**config.mk**
```make
export PLATFORM = sky130hd
export DESIGN_NAME = instr_fetch_queue
export DESIGN_NICKNAME = d
export VERILOG_FILES = /design/src/rtl/instr_fetch_queue.sv
export SDC_FILE = /design/constraint.sdc
export NUM_CORES = 1
export LEC_CHECK = 0
export BUFFER_PORTS_ARGS = -buffer_cell sky130_fd_sc_hd__buf_2
export CAP_MARGIN = 10
export CORE_MARGIN = 5
export CORE_UTILIZATION = 35
export CTS_CLUSTER_DIAMETER = 50
export DETAILED_ROUTE_END_ITERATION = 7
export HOLD_SLACK_MARGIN = 0.06
export PLACE_DENSITY_LB_ADDON = 0.15
export SYNTH_ARGS = -nofsm -noshare
export SYNTH_HDL_FRONTEND = slang
export SYNTH_SLANG_ARGS = --single-unit
```
**constraint.sdc**
```tcl
create_clock -name clk -period 2.7 [get_ports clk]
set_input_delay 0.27 -clock clk [delete_from_list [all_inputs] [get_ports clk]]
set_output_delay 0.27 -clock clk [all_outputs]
set_load 0.05 [all_outputs]
```
**src/rtl/instr_fetch_queue.sv**
```systemverilog
// Instruction fetch unit: single-outstanding memory fetcher feeding a circular instruction buffer.
// Latency: a word returned on cycle N is presented at the buffer head on cycle N+1.
// Backpressure: decoder stalls via instr_ready=0; no new request issues while the buffer is full.
module instr_fetch_queue #(
  parameter logic [31:0] RESET_PC = 32'h0000_0000,
  parameter int unsigned DEPTH    = 4
) (
  input  logic        clk,
  input  logic        rst_n,
  output logic        imem_req,
  output logic [31:0] imem_addr,
  input  logic        imem_gnt,
  input  logic        imem_rvalid,
  input  logic [31:0] imem_rdata,
  input  logic        redirect_valid,
  input  logic [31:0] redirect_pc,
  output logic        instr_valid,
  output logic [31:0] instruction,
  output logic [31:0] instr_pc,
  input  logic        instr_ready
);

  localparam int unsigned PW      = (DEPTH > 1) ? $clog2(DEPTH) : 1;
  localparam logic [PW:0] DEPTH_C = (PW+1)'(DEPTH);

  typedef enum logic [1:0] {
    S_REQ  = 2'd0,
    S_WAIT = 2'd1,
    S_DROP = 2'd2
  } state_t;

  state_t        state_q, state_d;
  logic [31:0]   pc_q, pc_d;
  logic [31:0]   req_pc_q, req_pc_d;
  logic [PW-1:0] wr_ptr_q, wr_ptr_d;
  logic [PW-1:0] rd_ptr_q, rd_ptr_d;
  logic [PW:0]   count_q, count_d;
  logic [31:0]   instr_mem_q [DEPTH];
  logic [31:0]   instr_mem_d [DEPTH];
  logic [31:0]   pc_mem_q    [DEPTH];
  logic [31:0]   pc_mem_d    [DEPTH];
  logic          push;
  logic          pop;

  // Request is gated by reset so nothing is presented to memory while held in reset.
  assign imem_req    = rst_n && (state_q == S_REQ) && (count_q < DEPTH_C) && !redirect_valid;
  assign imem_addr   = pc_q;
  assign instr_valid = (count_q != '0);
  assign instruction = instr_mem_q[rd_ptr_q];
  assign instr_pc    = pc_mem_q[rd_ptr_q];

  // Fetch FSM, PC tracking and buffer pointer/count update; redirect overrides everything.
  always_comb begin
    state_d  = state_q;
    pc_d     = pc_q;
    req_pc_d = req_pc_q;
    wr_ptr_d = wr_ptr_q;
    rd_ptr_d = rd_ptr_q;
    count_d  = count_q;
    push     = 1'b0;
    pop      = 1'b0;

    case (state_q)
      S_REQ: begin
        if (imem_req && imem_gnt) begin
          req_pc_d = pc_q;
          pc_d     = pc_q + 32'd4;
          state_d  = S_WAIT;
        end
      end
      S_WAIT: begin
        if (imem_rvalid) begin
          push    = 1'b1;
          state_d = S_REQ;
        end
      end
      S_DROP: begin
        if (imem_rvalid) begin
          state_d = S_REQ;
        end
      end
      default: state_d = S_REQ;
    endcase

    pop = instr_valid && instr_ready;

    if (redirect_valid) begin
      // Flush: cancel same-cycle push/pop; an in-flight response must be discarded.
      push     = 1'b0;
      pop      = 1'b0;
      count_d  = '0;
      wr_ptr_d = '0;
      rd_ptr_d = '0;
      pc_d     = {redirect_pc[31:2], 2'b00};
      case (state_q)
        S_WAIT:  state_d = imem_rvalid ? S_REQ : S_DROP;
        S_DROP:  state_d = imem_rvalid ? S_REQ : S_DROP;
        default: state_d = S_REQ;
      endcase
    end else begin
      if (push) wr_ptr_d = wr_ptr_q + PW'(1);
      if (pop)  rd_ptr_d = rd_ptr_q + PW'(1);
      case ({push, pop})
        2'b10:   count_d = count_q + (PW+1)'(1);
        2'b01:   count_d = count_q - (PW+1)'(1);
        default: count_d = count_q;
      endcase
    end
  end

  // Buffer write: returned word and its fetch address land at the tail slot.
  always_comb begin
    instr_mem_d = instr_mem_q;
    pc_mem_d    = pc_mem_q;
    if (push) begin
      instr_mem_d[wr_ptr_q] = imem_rdata;
      pc_mem_d[wr_ptr_q]    = req_pc_q;
    end
  end

  // State registers with asynchronous active-low reset.
  always_ff @(posedge clk or negedge rst_n) begin
    if (!rst_n) begin
      state_q  <= S_REQ;
      pc_q     <= RESET_PC;
      req_pc_q <= '0;
      wr_ptr_q <= '0;
      rd_ptr_q <= '0;
      count_q  <= '0;
      for (int i = 0; i < DEPTH; i++) begin
        instr_mem_q[i] <= '0;
        pc_mem_q[i]    <= '0;
      end
    end else begin
      state_q     <= state_d;
      pc_q        <= pc_d;
      req_pc_q    <= req_pc_d;
      wr_ptr_q    <= wr_ptr_d;
      rd_ptr_q    <= rd_ptr_d;
      count_q     <= count_d;
      instr_mem_q <= instr_mem_d;
      pc_mem_q    <= pc_mem_d;
    end
  end

endmodule

```
==> out/metrics.csv <==
metric;value;unit
cts_root_buf;clkbuf_16;
worstPathRequired;3.13;ns
drt-initial-drc-count;488;
syn_inst;1011;
ir_drop;0.4515;mV
gp_congestion;0.7760;
yosysTopAreaCellShare;55.92;%
fin_crit_sh;90.51;%
diodes;0;
cts_tree;yes;
end_kind;flip-flop;
vias;9305;
setup-tns-final;0;ns
overflow;0;
power.density;879.5;nW/um^2
yosys_warnings;0;
worstPathArrival;2.87;ns
dieArea;44650;um^2
synthFlopType;dfrtp_1;
rows;73;
maxSlewViolCount;0;
crit_fanout;21;
async_reset_ff_share;100.0;%
fmax;0.4092;GHz
drc;0;
hold_violations;0;
cts_buffers;43;
syn_area;14180;um^2
routed_wl;35300;um
synth-seq-cells;317;
numPortBuffers;161;
status;finished, final reports clean;
hp-class;primary input to flip-flop;
yosys-top-cells-area;dfrtp_1, mux2_2, mux4_2;
core;39910;um^2
start_util;35.54;%
finalClockSkew;0.01178;ns
setup_viol;0;
slew_headroom;38.79;%
cts_buffer_depth;3;
worst_pin_slew;0.9181;ns
fin_crit;2.444;ns
grt_pass1_wl;56990;um
ys_types;55;
cts_htree_levels;2;
final_nets;1327;
synthToLayoutAreaGrowth;26.19;%
ys_seq_area_share;55.92;%
antenna_found_initial;0;
leakagePower;8.776;nW
die_y;211.3;um
preCtsSetupSlack;0.2189;ns
die_width;211.3;um
grt_use_total;16.05;%
grt_max_degree;156;
clk_latency;0.55;ns
final_layout_size_suffix_gt1_share;46.02;%
avgRoutedWirePerCell;19.56;um
cap_violations;0;
viasPerCell;5.155;
synth_edf_count;0;
critPathLaunchType;flip-flop;
dp_hpwl;22390;um
ios;168;
clkTransAtPathRegs;0.05;ns
rsz0062_at_grt;no;
crit_type;flip-flop to flip-flop;
final_antenna_net_count;0;
postCtsSetupRepairBufs;0;
postSynthAreaPerCell;14.03;um^2
cts.sinks;317;
first_global_vias;9920;
setup_ws;0.2563;ns
drt_pass1_iterations;5;
synth_top_area_cell;dfrtp_1;
[area by class of cell]
class,instances,area [um^2]
clock inverter,20,255.2
multi-input combinational,616,5947
clock buffer,56,1227
sequential,317,7940
tap,525,656.9
inverter,15,56.30
fill,3611,22010
timing repair buffer,256,1817
[kinds of logic after synthesis]
| kind of cell | count (synthesis) | synth area share, % |
|---|---|---|
| xor gates and xnor gates | 7 | 0.4322 |
| buffers and inverters | 81 | 2.461 |
| AOI/OAI and AO/OA | 66 | 3.246 |
| and+or+nand+nor | 218 | 7.392 |
| other | 1 | 0.02644 |
| DFF | 317 | 55.92 |
| muxes | 313 | 29.76 |
| adders and majority gates | 8 | 0.7586 |
[worst max-delay path, stage by stage (launching register included)]
cell	delay, ns
dfrtp_1	0.37
inv_1	0.09
ha_1	0.23
nand2_1	0.16
nor2_1	0.57
nand2_4	0.33
buf_12	0.27
mux2_2	0.28
[layer usage]
layer	track usage, %	up-vias	part of all wire (%)
li1	-	4209	-
met1	23.82	4806	48
met2	24.31	245	45
met3	2.919	45	5.3
met4	4.576	0	1.9
met5	0	-	0
[Yosys cell counts, types with 3 or more instances]
master and instances:
dfrtp_1 317, buf_2 20, inv_1 14, or4_1 12
o221a_2 3, xnor2_1 3, a31oi_1 6, a22oi_1 5
o21ai_0 13, and2_1 5, nor2_1 22, mux2_2 250
nor4_1 4, nand4_1 10, o31ai_1 6, o311ai_0 7
and4_1 6, clkbuf_1 35, buf_1 5, a21oi_1 9
nand2_1 119, xor2_1 4, buf_4 5, nand3_1 21
ha_1 7, o211ai_1 5, mux4_2 62
[final timing paths]
kind                                              from                            to  slack (ns)  depth (start not counted)
min                                        instr_ready       rd_ptr_q[1]$_DFFE_PN0P_        0.11                          4
min in group asynchronous                        rst_n   instr_mem_q[81]$_DFFE_PN0P_        0.45                          3
max reg2reg                     state_q[1]$_DFFE_PN0P_  instr_mem_q[124]$_DFFE_PN0P_        0.26                          7
max in group asynchronous                        rst_n   instr_mem_q[77]$_DFFE_PN0P_        0.95                          4
max                             state_q[1]$_DFFE_PN0P_  instr_mem_q[124]$_DFFE_PN0P_        0.26                          7
min reg2reg                instr_mem_q[94]$_DFFE_PN0P_   instr_mem_q[94]$_DFFE_PN0P_        0.50                          1
[placed cells by master (no fill, tap or decap), types with 4 or more instances in the layout]
master	n
o31ai_1	6
buf_4	20
ha_1	7
a31oi_1	6
dfrtp_1	315
clkbuf_16	45
xor2_1	4
or4_1	12
a22oi_1	5
a21oi_1	9
o21ai_0	13
clkbuf_8	6
nor4_1	4
dlygate4sd3_1	65
and4_1	6
nand3_1	21
nand4_1	10
clkbuf_1	5
o211ai_1	5
inv_1	14
nand2_4	4
clkinv_4	4
buf_2	160
clkinv_2	6
buf_12	10
conb_1	4
mux2_2	250
mux4_2	62
and2_1	5
bufinv_16	5
nand2_1	115
nor2_1	21
o311ai_0	7
[where the power goes]
| part | internal (mW) | switching, mW | total, mW |
|---|---|---|---|
| clock | 3.69 | 2.12 | 5.81 |
| sequential | 5.33 | 0.565 | 5.89 |
| combinational | 1.43 | 2.61 | 4.04 |
| total | 10.4 | 5.30 | 15.7 |
[what timing repair did]
item,CTS,global route
hold endpoints to repair,418,0
hold buffers,65,0
resized for setup,0,0
[state kept, by name, indices dropped and copies added (netlist names)]
register / count
count_q: 3
imem_addr: 30
instr_mem_q: 128
pc_mem_q: 120
rd_ptr_q: 2
req_pc_q: 30
state_q: 2
wr_ptr_q: 2
[per-stage QoR]
step | cells | util [%] | instance area [um^2] | power (mW) | hold slack [ns]
5_1_grt | 1805 | 44.85 | 17900 | 16.50 | 0.1401
4_1_cts | 1805 | 44.85 | 17900 | 16.04 | 0.06863
2_1_floorplan | 1014 | - | 14200 | 8.788 | -0.02559
3_3_place_gp | 1664 | 39.50 | 15770 | 9.989 | 0.4818
3_5_place_dp | 1664 | 39.50 | 15770 | 10.03 | 0.4813
6_report | 1805 | 44.85 | 17900 | 15.74 | 0.1053
No activity file was read; power rests on OpenSTA's default activity.
